<file path="config.mk">
export PLATFORM = sky130hd
export DESIGN_NAME = alu_muldiv_ctrl
export DESIGN_NICKNAME = d
export VERILOG_FILES = /design/src/rtl/alu_muldiv_ctrl.sv
export SDC_FILE = /design/constraint.sdc
export NUM_CORES = 1
export LEC_CHECK = 0
export BUFFER_PORTS_ARGS = -buffer_cell sky130_fd_sc_hd__buf_4
export CELL_PAD_IN_SITES_DETAIL_PLACEMENT = 1
export CELL_PAD_IN_SITES_GLOBAL_PLACEMENT = 2
export CORE_MARGIN = 2
export CORE_UTILIZATION = 37
export DETAILED_ROUTE_END_ITERATION = 16
export GPL_ROUTABILITY_DRIVEN = 0
export PLACE_DENSITY = 0.95
export SYNTH_ARGS = -nofsm -noshare
export SYNTH_HDL_FRONTEND = slang
export SYNTH_SLANG_ARGS = --single-unit
</file>
<file path="constraint.sdc">
create_clock -name clk -period 8.82 [get_ports clk]
set_input_delay 1.764 -clock clk [delete_from_list [all_inputs] [get_ports clk]]
set_output_delay 1.764 -clock clk [all_outputs]
set_load 0.05 [all_outputs]
</file>
<file path="src/rtl/alu_muldiv_ctrl.sv">
// rtl/alu_muldiv_ctrl.sv - ALU op decode plus iterative MULTU/DIVU engine writing HI/LO (optional macro: SIGNED_MULDIV_EN)
module alu_muldiv_ctrl #(
  parameter int WIDTH = 32,
  parameter int CNT_W = 6
) (
  input  logic             clk,
  input  logic             rst,
  input  logic [1:0]       ALU_in,
  input  logic [5:0]       func,
  input  logic             start,
  input  logic [WIDTH-1:0] a,
  input  logic [WIDTH-1:0] b,
  output logic [2:0]       ALU_operation,
  output logic             busy,
  output logic             done,
  output logic             stall,
  output logic [WIDTH-1:0] hi,
  output logic [WIDTH-1:0] lo
);

  localparam logic [5:0] FN_ADD   = 6'b100000;
  localparam logic [5:0] FN_SUB   = 6'b100010;
  localparam logic [5:0] FN_AND   = 6'b100100;
  localparam logic [5:0] FN_OR    = 6'b100101;
  localparam logic [5:0] FN_SLT   = 6'b101010;
  localparam logic [5:0] FN_MULTU = 6'b011001;
  localparam logic [5:0] FN_DIVU  = 6'b011011;
`ifdef SIGNED_MULDIV_EN
  localparam logic [5:0] FN_MULT  = 6'b011000;
  localparam logic [5:0] FN_DIV   = 6'b011010;
`endif
  localparam logic [CNT_W-1:0] LAST_CNT = CNT_W'(WIDTH - 1);

  typedef enum logic [1:0] {IDLE, RUN, FIN} state_t;

  state_t           state_q;
  logic [CNT_W-1:0] cnt_q;
  logic             is_div_q;
  logic [WIDTH-1:0] opb_q;   // multiplicand or divisor (magnitude)
  logic [WIDTH-1:0] acc_q;   // partial product high half / partial remainder
  logic [WIDTH-1:0] quo_q;   // multiplier bits shifting out / dividend in, quotient out
  logic [WIDTH-1:0] hi_q;
  logic [WIDTH-1:0] lo_q;
  logic             done_q;
`ifdef SIGNED_MULDIV_EN
  logic             neg_q;      // quotient/product must be negated at the writing edge
  logic             rem_neg_q;  // remainder takes the dividend's sign
  logic             is_sgn;
`endif

  logic             is_mul;
  logic             is_div;
  logic             is_md;
  logic [WIDTH-1:0] a_mag;
  logic [WIDTH-1:0] b_mag;
  logic [WIDTH-1:0] addend;
  logic [WIDTH:0]   add_sum;
  logic [WIDTH:0]   shifted;
  logic [WIDTH:0]   diff;
  logic [WIDTH-1:0] acc_d;
  logic [WIDTH-1:0] quo_d;
  logic [WIDTH-1:0] fin_hi;
  logic [WIDTH-1:0] fin_lo;

  // Main-ALU operation decode from ALUOp and funct
  always_comb begin
    ALU_operation = 3'b011;
    case (ALU_in)
      2'b00: ALU_operation = 3'b010;
      2'b10: begin
        case (func)
          FN_ADD:  ALU_operation = 3'b010;
          FN_SUB:  ALU_operation = 3'b011;
          FN_AND:  ALU_operation = 3'b000;
          FN_OR:   ALU_operation = 3'b001;
          FN_SLT:  ALU_operation = 3'b111;
          default: ALU_operation = 3'b011;
        endcase
      end
      default: ALU_operation = 3'b011;
    endcase
  end

  // Classify the issuing instruction as a multiply or divide start candidate
  always_comb begin
    is_mul = 1'b0;
    is_div = 1'b0;
`ifdef SIGNED_MULDIV_EN
    is_sgn = 1'b0;
`endif
    if (ALU_in == 2'b10) begin
      case (func)
        FN_MULTU: is_mul = 1'b1;
        FN_DIVU:  is_div = 1'b1;
`ifdef SIGNED_MULDIV_EN
        FN_MULT: begin
          is_mul = 1'b1;
          is_sgn = 1'b1;
        end
        FN_DIV: begin
          is_div = 1'b1;
          is_sgn = 1'b1;
        end
`endif
        default: ;
      endcase
    end
  end

  assign is_md = is_mul | is_div;

  // The iteration always works on magnitudes; signed ops strip signs here
`ifdef SIGNED_MULDIV_EN
  assign a_mag = (is_sgn && a[WIDTH-1]) ? -a : a;
  assign b_mag = (is_sgn && b[WIDTH-1]) ? -b : b;
`else
  assign a_mag = a;
  assign b_mag = b;
`endif

  // One iteration: shift-add multiply (LSB first) or restoring divide (MSB first)
  always_comb begin
    addend  = quo_q[0] ? opb_q : '0;
    add_sum = {1'b0, acc_q} + {1'b0, addend};
    shifted = {acc_q, quo_q[WIDTH-1]};
    diff    = shifted - {1'b0, opb_q};
    if (is_div_q) begin
      if (diff[WIDTH]) begin
        acc_d = shifted[WIDTH-1:0];
        quo_d = {quo_q[WIDTH-2:0], 1'b0};
      end else begin
        acc_d = diff[WIDTH-1:0];
        quo_d = {quo_q[WIDTH-2:0], 1'b1};
      end
    end else begin
      acc_d = add_sum[WIDTH:1];
      quo_d = {add_sum[0], quo_q[WIDTH-1:1]};
    end
  end

`ifdef SIGNED_MULDIV_EN
  logic [2*WIDTH-1:0] prod_neg;

  // Sign fix-up applied to the final iteration's result
  always_comb begin
    prod_neg = -{acc_d, quo_d};
    fin_hi   = acc_d;
    fin_lo   = quo_d;
    if (is_div_q) begin
      if (neg_q)     fin_lo = -quo_d;
      if (rem_neg_q) fin_hi = -acc_d;
    end else if (neg_q) begin
      fin_hi = prod_neg[2*WIDTH-1:WIDTH];
      fin_lo = prod_neg[WIDTH-1:0];
    end
  end
`else
  assign fin_hi = acc_d;
  assign fin_lo = quo_d;
`endif

  // Engine FSM: accept in IDLE/FIN, iterate in RUN, pulse done in FIN
  always_ff @(posedge clk) begin
    if (rst) begin
      state_q  <= IDLE;
      cnt_q    <= '0;
      is_div_q <= 1'b0;
      opb_q    <= '0;
      acc_q    <= '0;
      quo_q    <= '0;
      hi_q     <= '0;
      lo_q     <= '0;
      done_q   <= 1'b0;
`ifdef SIGNED_MULDIV_EN
      neg_q     <= 1'b0;
      rem_neg_q <= 1'b0;
`endif
    end else begin
      done_q <= 1'b0;
      case (state_q)
        RUN: begin
          acc_q <= acc_d;
          quo_q <= quo_d;
          cnt_q <= cnt_q + CNT_W'(1);
          if (cnt_q == LAST_CNT) begin
            hi_q    <= fin_hi;
            lo_q    <= fin_lo;
            done_q  <= 1'b1;
            state_q <= FIN;
          end
        end
        default: begin
          if (start && is_md) begin
            cnt_q    <= '0;
            acc_q    <= '0;
            is_div_q <= is_div;
            opb_q    <= is_div ? b_mag : a_mag;
            quo_q    <= is_div ? a_mag : b_mag;
`ifdef SIGNED_MULDIV_EN
            neg_q     <= is_sgn & (a[WIDTH-1] ^ b[WIDTH-1]);
            rem_neg_q <= is_sgn & is_div & a[WIDTH-1];
`endif
            if (is_div && (b == '0)) begin
              // Divide by zero needs no iterations: the result is known now
              hi_q    <= a;
              lo_q    <= '1;
              done_q  <= 1'b1;
              state_q <= FIN;
            end else begin
              state_q <= RUN;
            end
          end else begin
            state_q <= IDLE;
          end
        end
      endcase
    end
  end

  assign busy  = (state_q == RUN);
  assign done  = done_q;
  assign stall = busy | (start & is_md & (state_q != RUN));
  assign hi    = hi_q;
  assign lo    = lo_q;

endmodule

</file>
[Word level (Yosys, flattened, before mapping)]
Index checks and enable logic that the tools add are counted.
Cells by class
  add/subtract/negate cells: 3
  multiply operators: 0
  divide/modulo/power cells: 0
  magnitude comparators: 0
  equality and inequality tests: 11
  shift operators: 0
  mux-type cells: 35
  bitwise gates (word level): 5
  reduce and logical (&&, ||, !) cells: 8
Operators by type and width (count)
  $mux 32: 18
  $add 32x32->33: 1
  $sub 33x32->33: 1
  $logic_not 32->1: 1
  $eq 6x6->1 const B: 4
  $eq 6x5->1 const B: 3
  $mux 6: 2
  $pmux 3 s4: 1
  $mux 1: 9
  $mux 2: 4
  $add 6x1->6 const B: 1
  $pmux 3 s2: 1
  $ne 2x1->1 const B: 2
  $reduce_bool 2->1: 2
  $reduce_and 3->1: 1
  $and 1x1->1: 2
  $eq 2x1->1 const B: 1
  $eq 2x2->1 const B: 1
  $logic_and 1x1->1: 2
  $logic_not 2->1: 1
  $or 1x1->1: 2
  $reduce_and 2->1: 1
  $not 1->1: 1
Storage, ports and cells
  flip-flop bits (word level): 170
  bits in latches: 0
  memory bits (writable): 0
  ROM bits: 0
  bits of input ports: 75
  logic and storage cells: 71
  memories: 0

[Longest topological paths before layout]
Gate-level depths: netlist of run 1.
  depth in word-level cells: 7
  mapped depth: 15
  gate-level depth less buffers: 13

[Worst setup path after synthesis of run 1]
No wires, ideal clock.
  path type: input-to-output
  start: in func[3]
  end: out ALU_operation[2]
  data arrival time: 3.648 ns
  data required time: 7.056 ns
  setup slack: 3.408 ns
  stages: 3
  path buffers: 0
  path through: nor2b_1 nand2_1 nor4_1
On the way
  cells in the longest elaborated chain, start to end: 3
  elaborated cells between the ends (all ways): 6
RTL lines
  start: declaration: line 9  | input logic [5:0] func,
  $eq 6x6->1: line 71  | case (func)
  $pmux 3 s4 (*): line 71
  $pmux 3 s2 (*): line 68  | case (ALU_in)
  end: declaration: line 13  | output logic [2:0] ALU_operation,
Mark *: on every way between the ends. The rest lies on a longest branch, timed or not.

[Worst setup path in the final report of run 1]
  start: in ALU_in[0]
  end: out stall
On the way
  cells in the longest elaborated chain, start to end: 6
  elaborated cells between the ends (all ways): 7
RTL lines
  start: declaration: line 8  | input logic [1:0] ALU_in,
  $eq 2x2->1 (*): line 91  | if (ALU_in == 2'b10) begin
  $mux 1: line 91
  $or 1x1->1 (*): line 110  | assign is_md = is_mul | is_div;
  $and 1x1->1 (*) (2 in a row): line 222  | assign stall = busy | (start & is_md & (state_q != RUN));
  $or 1x1->1 (*): line 222
  end: declaration: line 16  | output logic stall,
Marks and branches as above.

==> results of run 1 <==
cell families after synthesis:
| logic type | after synthesis | synth area share (%) |
|---|---|---|
| and+or+nand+nor | 609 | 23.1 |
| AOI/OAI and AO/OA | 539 | 29.9 |
| buffers and inverters | 183 | 6.06 |
| DFF | 170 | 28.4 |
| adders and majority gates | 67 | 7.13 |
| xor gates and xnor gates | 56 | 4.10 |
| muxes | 14 | 1.31 |
cells in the mapped netlist, types with 3 or more instances:
library cell | n | area, um^2
a211o_1 | 4 | 35.0
nor4_1 | 12 | 75.1
nand2b_1 | 10 | 62.6
xnor2_1 | 34 | 298
nand2_1 | 242 | 908
and3_1 | 11 | 68.8
and2_1 | 64 | 400
o21a_1 | 7 | 52.6
a21o_1 | 17 | 128
a31oi_1 | 20 | 125
a211oi_1 | 74 | 556
o211ai_1 | 8 | 60.1
a311oi_1 | 67 | 587
nor2b_1 | 5 | 31.3
nand3_1 | 25 | 125
nand4_1 | 30 | 188
o221ai_1 | 3 | 26.3
nor3b_1 | 5 | 37.5
clkbuf_1 | 114 | 428
xor2_1 | 22 | 193
o32ai_1 | 4 | 35.0
nor2_1 | 165 | 619
a21boi_0 | 3 | 22.5
buf_6 | 4 | 45.0
a31o_2 | 6 | 52.6
mux2_1 | 7 | 78.8
buf_1 | 10 | 37.5
a21oi_1 | 179 | 896
o31ai_1 | 10 | 75.1
o41ai_1 | 4 | 35.0
or3_1 | 5 | 31.3
dfxtp_1 | 170 | 3400
a41oi_1 | 4 | 35.0
o2bb2ai_1 | 3 | 26.3
o21ai_0 | 75 | 375
mux2i_1 | 4 | 40.0
a22oi_1 | 6 | 45.0
ha_1 | 65 | 813
nor3_1 | 24 | 120
inv_1 | 47 | 176
o22ai_1 | 5 | 31.3
a221oi_1 | 5 | 43.8
buf_2 | 6 | 30.0
o21bai_1 | 6 | 45.0
final timing paths:
kind                                       startpoint                      to  slack [ns]
worst max-delay path                        ALU_in[0]                   stall        3.42
worst min-delay path              hi[29]$_SDFFE_PP0P_     hi[29]$_SDFFE_PP0P_        0.48
worst max register to register  quo_q[0]$_SDFFE_PP0N_  acc_q[25]$_SDFFE_PP0N_        4.26
worst min register to register    hi[29]$_SDFFE_PP0P_     hi[29]$_SDFFE_PP0P_        0.48
metal layers:
| layer | vias to the layer above | routed length [um] |
|---|---|---|
| li1 | 6013 | - |
| met1 | 6247 | 21600 |
| met2 | 387 | 20000 |
| met3 | 77 | 2660 |
| met4 | 0 | 1260 |
| met5 | - | 0 |
layout by cell type (no fill, tap or decap), types with 47 or more instances in the layout:
cell and count:
a21oi_1 179, o21ai_0 75, nor2_1 163, dfxtp_1 169, nand2_1 242, and2_1 64
ha_1 65, a211oi_1 74, buf_4 156, a311oi_1 67, inv_1 47
cell type report:
cell class | instances | area [um^2]
clock inverter | 8 | 118
sequential | 170 | 3400
inverter | 48 | 180
timing repair buffer | 156 | 1170
fill | 3956 | 18000
tap | 402 | 503
clock buffer | 24 | 472
multi-input combinational | 1285 | 7900
power by group through the flow:
stage               logic, mW  registers, mW  clock network [mW]
CTS                     0.135          0.771               0.781
detailed placement      0.133          0.788                   0
finish                  0.136          0.771               0.775
global placement        0.133          0.788                   0
floorplan              0.0707          0.787                   0
global route            0.146          0.770               0.816
tightest hold or removal path, stage by stage, from the launching register on:
cell and delay (ns):
dfxtp_1 0.32, nand2_1 0.06, a31oi_1 0.06
registers in the layout, summed over array words and instances, names as in the netlist:
name	count
acc_q	32
cnt_q	6
done	1
hi	32
is_div_q	1
lo	32
opb_q	32
quo_q	32
state_q	2
==> impl_metrics.ini, run 1 <==
[run_status]
outcome = completed

[setup_path]
path_max_fanout = 93
max_stage_delay_ns = 0.63
crit_arrival_ns = 3.64
cp_top_family = buffers and inverters
worst-path-buf-inv = 4
crit_slowest_cell = nor3_1
crit_cells = 7
path_cells = buf_4 > nand2b_1 > nor3_1 > a31oi_4 > buf_4 > inv_1 > buf_4
worstRegToRegCells = 12
path_class = input pin to primary output
required_ns = 7.06
startpoint_type = input pin
critPathCaptureType = primary output
cpMostUsedCell = buf_4

[synthesis]
async_flop_share_pct = 0
ys_ff_latch = 170
synth_seq_area_share_pct = 28.4
yosysWarningCount = 0
syn_area_per_cell_um2 = 7.31
synth-edff-count = 0
synth_cells = 1638
synthesis.nets = 1780
yosys_most_used_dff = dfxtp_1
syn_area_um2 = 12000
synth_cell_types = 79

[timing]
period_share_pct = 61.2
drv_slew = 0
min_period_ns = 5.40
max_slew_margin_pct = 13.6
timing.final.ws_setup_ns = 3.42
fin_skew_ns = 0.00635
setup_tns_ns = 0
finalHoldViolCount = 0
rsz0062_at_grt = no
worstMarginPinSlew_ns = 1.29
setup_viol = 0
fmax_ghz = 0.185
holdWs_ns = 0.482

[die]
start_util_pct = 37.7
core_um2 = 31700
io-pin-count = 145
die_h_um = 184
die-area_um2 = 33800
die_x_um = 184
rows = 65

[layout]
layout.cells.non_filler = 2093
fin_area_um2 = 13800
antenna_cells = 0
post-route-util_pct = 43.4
nets = 1820
final_layout_size_suffix_gt1_share_pct = 12.5
area_delta_synth_final_pct = 14.9

[clock_tree]
cts_tree = yes
cts_hold_buf = 0
cts-root-buf = clkbuf_16
clk_pin_slew_worst_paths_ns = 0.06
postCtsSetupBuffers = 0
clock-sinks = 170
clk_path_buf_depth = 2
clock_latency_ns = 0.44
cts_resized = 0
htreeDepth = 4
cts_inserted_buffers = 17

[global_route]
grt_max_degree = 94
globalRouteOverflowTotal = 0
grt_pass1_vias = 12900
grt_util_met3_pct = 4.34
track_usage_pct = 26.9
grt_use_met2_pct = 42.2
use_met1_pct = 37.6
busiest_layer = met2
antenna_found_initial = 0
grt_first_pass_wirelength_mm = 72.1

[pwr]
ir_drop_uv = 135
swShare_pct = 24.0
p_per_area_nw_per_um2 = 122
pwr-share-clk_pct = 46.1
power_mw = 1.68
p_leak_nw = 5.43
internal_power_mw = 1.28
pwr-share-seq_pct = 45.8
p_sw_mw = 0.404
pwr-share-comb_pct = 8.1

[hold_path]
hold_path_class = flip-flop to flip-flop
holdPathStages = 2

[routing]
drt-pass1-iter-count = 7
drt-initial-drc-count = 925
vias_per_cell = 6.08
wl_per_cell_um = 21.8
final_antenna_net_count = 0
wirelength_mm = 45.6
remaining_drc_errors = 0
vias = 12700

[placed_design]
dp_hpwl_mm = 33.4
placedCellCount = 2061
placed_cell_area_um2 = 13200
dp_slack_ns = 3.24
portBuffers = 144

[job]
maxCapViolCount = 0
(Power assumes the default switching activity.)
==> inputs of run 2 (changes only) <==
--- a/config.mk
+++ b/config.mk
@@ -9,10 +9,10 @@
 export CELL_PAD_IN_SITES_DETAIL_PLACEMENT = 1
 export CELL_PAD_IN_SITES_GLOBAL_PLACEMENT = 2
 export CORE_MARGIN = 2
-export CORE_UTILIZATION = 37
+export CORE_UTILIZATION = 34
 export DETAILED_ROUTE_END_ITERATION = 16
 export GPL_ROUTABILITY_DRIVEN = 0
-export PLACE_DENSITY = 0.95
+export PLACE_DENSITY = 0.93
 export SYNTH_ARGS = -nofsm -noshare
 export SYNTH_HDL_FRONTEND = slang
 export SYNTH_SLANG_ARGS = --single-unit
==> constraint.sdc (replaced) <==
create_clock -name clk -period 5.01 [get_ports clk]
set_input_delay 1.002 -clock clk [delete_from_list [all_inputs] [get_ports clk]]
set_output_delay 1.002 -clock clk [all_outputs]
set_load 0.05 [all_outputs]
==> run 2 against run 1 <==
Die area increased by 8.6%. Register-to-register slack worse by 3.3 ns. Worst hold slack gained 0.0047 ns. Count of clock-buffer cells in the layout down 1. Clock skew grew 0.0012 ns. Via count is 1.1% higher. First-iteration DRC count increased by 21%. Critical endpoint is now hi[27]$_SDFFE_PP0P_. Clock power is 70% higher. Power rose by 74%. Largest cell class unchanged. Utilization down 3.3 points. Worst setup slack lost 2.4 ns.
==> impl_metrics.ini, run 2 (synthesis gave the netlist of run 1 again) <==
[timing]
rsz0062_at_grt = no
drv_slew = 0
finalHoldViolCount = 0
max_slew_margin_pct = 26.6
setup_tns_ns = 0
fmax_ghz = 0.249
period_share_pct = 80.3
fin_skew_ns = 0.00757
timing.final.ws_setup_ns = 0.987
setup_viol = 0
min_period_ns = 4.02
worstMarginPinSlew_ns = 1.10

[die]
die-area_um2 = 36700
io-pin-count = 145
core_um2 = 34600
die_h_um = 192
start_util_pct = 34.6
rows = 68
die_x_um = 192

[setup_path]
cp-startpoint = quo_q[0]$_SDFFE_PP0N_
critPathCaptureType = flip-flop
cp_top_family = compound AO/OA/AOI/OAI gates
r2r_start = quo_q[0]$_SDFFE_PP0N_
crit_slowest_cell = dfxtp_1
required_ns = 5.35
path_cells = buf_4 > and2_1 > fa_1 > a21o_1 > a311o_1 > a21oi_1 > o21a_1 > o21a_1 > o31ai_1 > xnor2_1 > a211o_1 > o31ai_1
path_max_fanout = 23
startpoint_type = flip-flop
worst-path-buf-inv = 1
crit_arrival_ns = 4.37
path_class = flip-flop to flip-flop
max_stage_delay_ns = 0.46

[clock_tree]
htreeDepth = 4
cts_resized = 0
cts_hold_buf = 0
cts_inserted_buffers = 17
clk_path_buf_depth = 2
clk_pin_slew_worst_paths_ns = 0.07
clock-sinks = 170
cts-root-buf = clkbuf_16
cts_tree = yes
postCtsSetupBuffers = 0
clock_latency_ns = 0.44

[layout]
final_layout_size_suffix_gt1_share_pct = 13.0
antenna_cells = 0
nets = 1833
final_cell_mix = nand2_1 (242), a21oi_1 (179), dfxtp_1 (169), buf_4 (169), nor2_1 (164)
final_common_cell = nand2_1
area_delta_synth_final_pct = 16.0

[placed_design]
dp_slack_ns = 1.13
portBuffers = 144
dp_hpwl_mm = 35.4

[routing]
vias_per_cell = 5.96
wirelength_mm = 47.4
highest_layer = met4
wl_met2_mm = 21.3
final_antenna_net_count = 0
wl_per_cell_um = 22.0
drt-pass1-iter-count = 5
met1_length_mm = 21.7
drt-initial-drc-count = 1115
remaining_drc_errors = 0
vias = 12900
wl_met3_mm = 3.19

[pwr]
p_leak_nw = 5.48
pwr-share-clk_pct = 45.1
internal_power_mw = 2.20
pwr-share-comb_pct = 8.5
p_per_area_nw_per_um2 = 211
pwr-share-seq_pct = 46.4
swShare_pct = 24.8
ir_drop_uv = 240
p_sw_mw = 0.726

[job]
maxCapViolCount = 0

[global_route]
grt_max_degree = 83
grt_pass1_vias = 12700
antenna_found_initial = 0
track_usage_pct = 25.5
globalRouteOverflowTotal = 0
grt_first_pass_wirelength_mm = 72.9

[hold_path]
hold_path_class = flip-flop to flip-flop
min_from = hi[29]$_SDFFE_PP0P_

[run_status]
outcome = completed
## run 2: worst min-delay path, cell delays in order (launching register included)
cell and delay [ns]:
dfxtp_1 0.32, nand2_1 0.06, a31oi_1 0.06
## run 2: cell type report
class	instances	area [um^2]
clock inverter	7	92.6
timing repair buffer	169	1270
tap	455	569
sequential	170	3400
multi-input combinational	1285	7900
inverter	48	180
fill	4272	20700
clock buffer	23	468
## run 2: metrics by stage
stage | utilization [%] | hold WS, ns | cells | area (um^2) | power (mW)
after CTS | 40.1 | 0.486 | 2157 | 13900 | 2.94
after detailed placement | 38.5 | 0.477 | 2127 | 13300 | 1.63
final | 40.1 | 0.487 | 2157 | 13900 | 2.93
after global placement | 38.5 | 0.470 | 2127 | 13300 | 1.63
after floorplan | - | 0.461 | 1638 | 12000 | 1.51
after global routing | 40.1 | 0.497 | 2157 | 13900 | 3.01
## run 2: routing by layer
metal,vias up,global-route usage (%)
li1,6036,-
met1,6322,34.9
met2,439,40.4
met3,66,4.88
met4,0,7.75
met5,-,0
## run 2: power groups by stage
stage | logic [mW] | registers (mW) | clock network, mW
finish | 0.249 | 1.36 | 1.32
global route | 0.264 | 1.36 | 1.39
CTS | 0.244 | 1.36 | 1.34
detailed placement | 0.243 | 1.39 | 0
global placement | 0.241 | 1.39 | 0
floorplan | 0.124 | 1.39 | 0
## run 2: worst paths after layout
path | to | slack [ns] | cells past startpoint
setup reg to reg | hi[27]$_SDFFE_PP0P_ | 0.99 | 12
hold reg to reg | hi[29]$_SDFFE_PP0P_ | 0.49 | 2
hold / removal | hi[29]$_SDFFE_PP0P_ | 0.49 | 2
setup / recovery | hi[27]$_SDFFE_PP0P_ | 0.99 | 12
==> inputs of run 3 (changes only) <==
--- a/config.mk
+++ b/config.mk
@@ -9,10 +9,10 @@
 export CELL_PAD_IN_SITES_DETAIL_PLACEMENT = 1
 export CELL_PAD_IN_SITES_GLOBAL_PLACEMENT = 2
 export CORE_MARGIN = 2
-export CORE_UTILIZATION = 34
+export CORE_UTILIZATION = 31
 export DETAILED_ROUTE_END_ITERATION = 16
 export GPL_ROUTABILITY_DRIVEN = 0
-export PLACE_DENSITY = 0.93
+export PLACE_DENSITY = 0.9
 export SYNTH_ARGS = -nofsm -noshare
 export SYNTH_HDL_FRONTEND = slang
 export SYNTH_SLANG_ARGS = --single-unit
==> constraint.sdc (replaced) <==
create_clock -name clk -period 3.4 [get_ports clk]
set_input_delay 0.68 -clock clk [delete_from_list [all_inputs] [get_ports clk]]
set_output_delay 0.68 -clock clk [all_outputs]
set_load 0.05 [all_outputs]
==> run 3 against run 2 <==
Global-route usage down 1.3 points. Sequential power up 47%. Power up 52%. Cell count up 6.4%. Maximum frequency up 22%. Clock power up 55%. Sequential share of layout area down 1.5 points. Clock skew up 0.0047 ns. Combinational power up 58%. Highest routed layer unchanged.
==> impl_metrics.ini, run 3 (synthesis gave the netlist of run 1 again) <==
[timing]
drv_slew = 0
setup_tns_ns = 0
setup_viol = 0
rsz0062_at_grt = yes
min_period_ns = 3.31
period_share_pct = 97.3
finalHoldViolCount = 0
holdWs_ns = 0.495
fmax_ghz = 0.302
fin_skew_ns = 0.0122
max_slew_margin_pct = 45.6
worstMarginPinSlew_ns = 0.811

[clock_tree]
cts_tree = yes
clk_pin_slew_worst_paths_ns = 0.07
clk_path_buf_depth = 2
cts-root-buf = clkbuf_16
clock_latency_ns = 0.45
clock-sinks = 170
htreeDepth = 4
cts_hold_buf = 0
cts_inserted_buffers = 17

[hold_path]
hold_end = hi[18]$_SDFFE_PP0P_
hold_path_class = input pin to flip-flop
holdPathStages = 3
min_from = a[18]

[routing]
vias_per_cell = 5.75
vias = 13200
wirelength_mm = 49.4
drt-pass1-iter-count = 5
wl_per_cell_um = 21.5
final_antenna_net_count = 0
remaining_drc_errors = 0
drt-initial-drc-count = 1275

[layout]
antenna_cells = 0
final_cell_mix = buf_4 (242), nand2_1 (241), a21oi_1 (178), dfxtp_1 (164), nor2_1 (163)
post-route-util_pct = 39.1
area_delta_synth_final_pct = 23.6
final_layout_size_suffix_gt1_share_pct = 18.4
final_common_cell = buf_4
num-fill-cells = 4729
nets = 1914

[die]
io-pin-count = 145
die-area_um2 = 40200
die_x_um = 201
die_h_um = 201
start_util_pct = 31.6
core_um2 = 37800
rows = 71

[job]
maxCapViolCount = 0

[global_route]
grt_pass1_vias = 13600
grt_max_degree = 144
antenna_found_initial = 0
grt_first_pass_wirelength_mm = 77.4
globalRouteOverflowTotal = 0
track_usage_pct = 24.2

[placed_design]
portBuffers = 144
dp_hpwl_mm = 37.4

[setup_path]
worstReg2RegEnd = hi[27]$_SDFFE_PP0P_
crit_cells = 12
max_stage_delay_ns = 0.45
path_max_fanout = 4
cp_top_family = compound AO/OA/AOI/OAI gates
worst-path-buf-inv = 0
path_cells = and2_1 > ha_1 > fa_1 > a21o_1 > a311o_1 > a21oi_2 > o21a_1 > o21a_2 > o31ai_1 > xnor2_1 > a211o_1 > o31ai_1
regToRegSetupSlack_ns = 0.09
required_ns = 3.76
crit_slowest_cell = fa_1
worstRegToRegCells = 12
cpMostUsedCell = o31ai_1
critPathCaptureType = flip-flop
startpoint_type = flip-flop
r2r_start = quo_q[0]$_SDFFE_PP0N_
path_class = flip-flop to flip-flop
crit_arrival_ns = 3.67

[pwr]
p_per_area_nw_per_um2 = 300
ir_drop_uv = 375
p_leak_nw = 5.92
power_mw = 4.45

[run_status]
outcome = completed
## run 3: changes by cell type in the layout (fill, tap and decap cells not counted), sizes merged
cell / previous run / this run
clkinvlp: 0 / 3
clkinv: 5 / 4
bufinv: 2 / 3
buf: 169 / 249
clkbuf: 23 / 22
and2: 65 / 66
## run 3: how the worst max path moves through the flow
stage,start,slack [ns],to
floorplan,func[3],0.16,ALU_operation[2]
global placement,opb_q[20]$_SDFFE_PP0P_,-0.11,acc_q[30]$_SDFFE_PP0N_
detailed placement,opb_q[20]$_SDFFE_PP0P_,-0.18,hi[27]$_SDFFE_PP0P_
CTS,opb_q[20]$_SDFFE_PP0P_,0.02,acc_q[8]$_SDFFE_PP0N_
global route,quo_q[31]$_SDFFE_PP0N_,-0.04,acc_q[24]$_SDFFE_PP0N_
finish,quo_q[0]$_SDFFE_PP0N_,0.09,hi[27]$_SDFFE_PP0P_
## run 3: worst register-to-register path: cells and delay by family (launching register included)
family | cells | cell delay (ns)
AOI/OAI and AO/OA | 8 | 1.87
xor gates and xnor gates | 1 | 0.17
DFF | 1 | 0.32
adders and majority gates | 2 | 0.67
and+or+nand+nor | 1 | 0.16
## run 3: layout make-up
| cell class | count | area (um^2) | area share [%] |
|---|---|---|---|
| tap | 511 | 639 | 4.32 |
| sequential | 170 | 3410 | 23.0 |
| timing repair buffer | 249 | 1950 | 13.2 |
| clock inverter | 10 | 140 | 0.947 |
| clock buffer | 22 | 464 | 3.14 |
| inverter | 48 | 180 | 1.22 |
| multi-input combinational | 1286 | 8020 | 54.2 |
## run 3: through the flow
step                area, um^2  setup WS [ns]  std cells
finish                   14800         0.0915       2296
global route             14800        -0.0446       2296
CTS                      14700         0.0238       2292
detailed placement       14000         -0.184       2259
global placement         14000         -0.107       2259
floorplan                12000          0.156       1638
## run 3: power by group
part           total [mW]  internal, mW  leakage (nW)  switching, mW
combinational       0.393         0.155          4.27          0.238
sequential           2.00          1.99          1.37        0.00410
clock                2.05          1.20         0.287          0.859
total                4.45          3.34          5.92           1.10
## run 3: routing by layer
| metal | global-route usage [%] | share of wire (%) | vias up |
|---|---|---|---|
| li1 | - | - | 6211 |
| met1 | 32.2 | 45 | 6462 |
| met2 | 38.6 | 45 | 450 |
| met4 | 8.65 | 2.8 | 0 |
| met3 | 4.94 | 6.7 | 79 |
| met5 | 0 | 0 | - |
## run 3: timing repair
| item | 4_1_cts | 5_1_grt |
|---|---|---|
| hold endpoints to repair | 0 | 0 |
| pin swaps | 3 | 7 |
| setup endpoints to repair | 57 | 54 |
| gates cloned | 1 | 0 |
| buffers inserted | 0 | 4 |
| gates resized for setup | 8 | 21 |
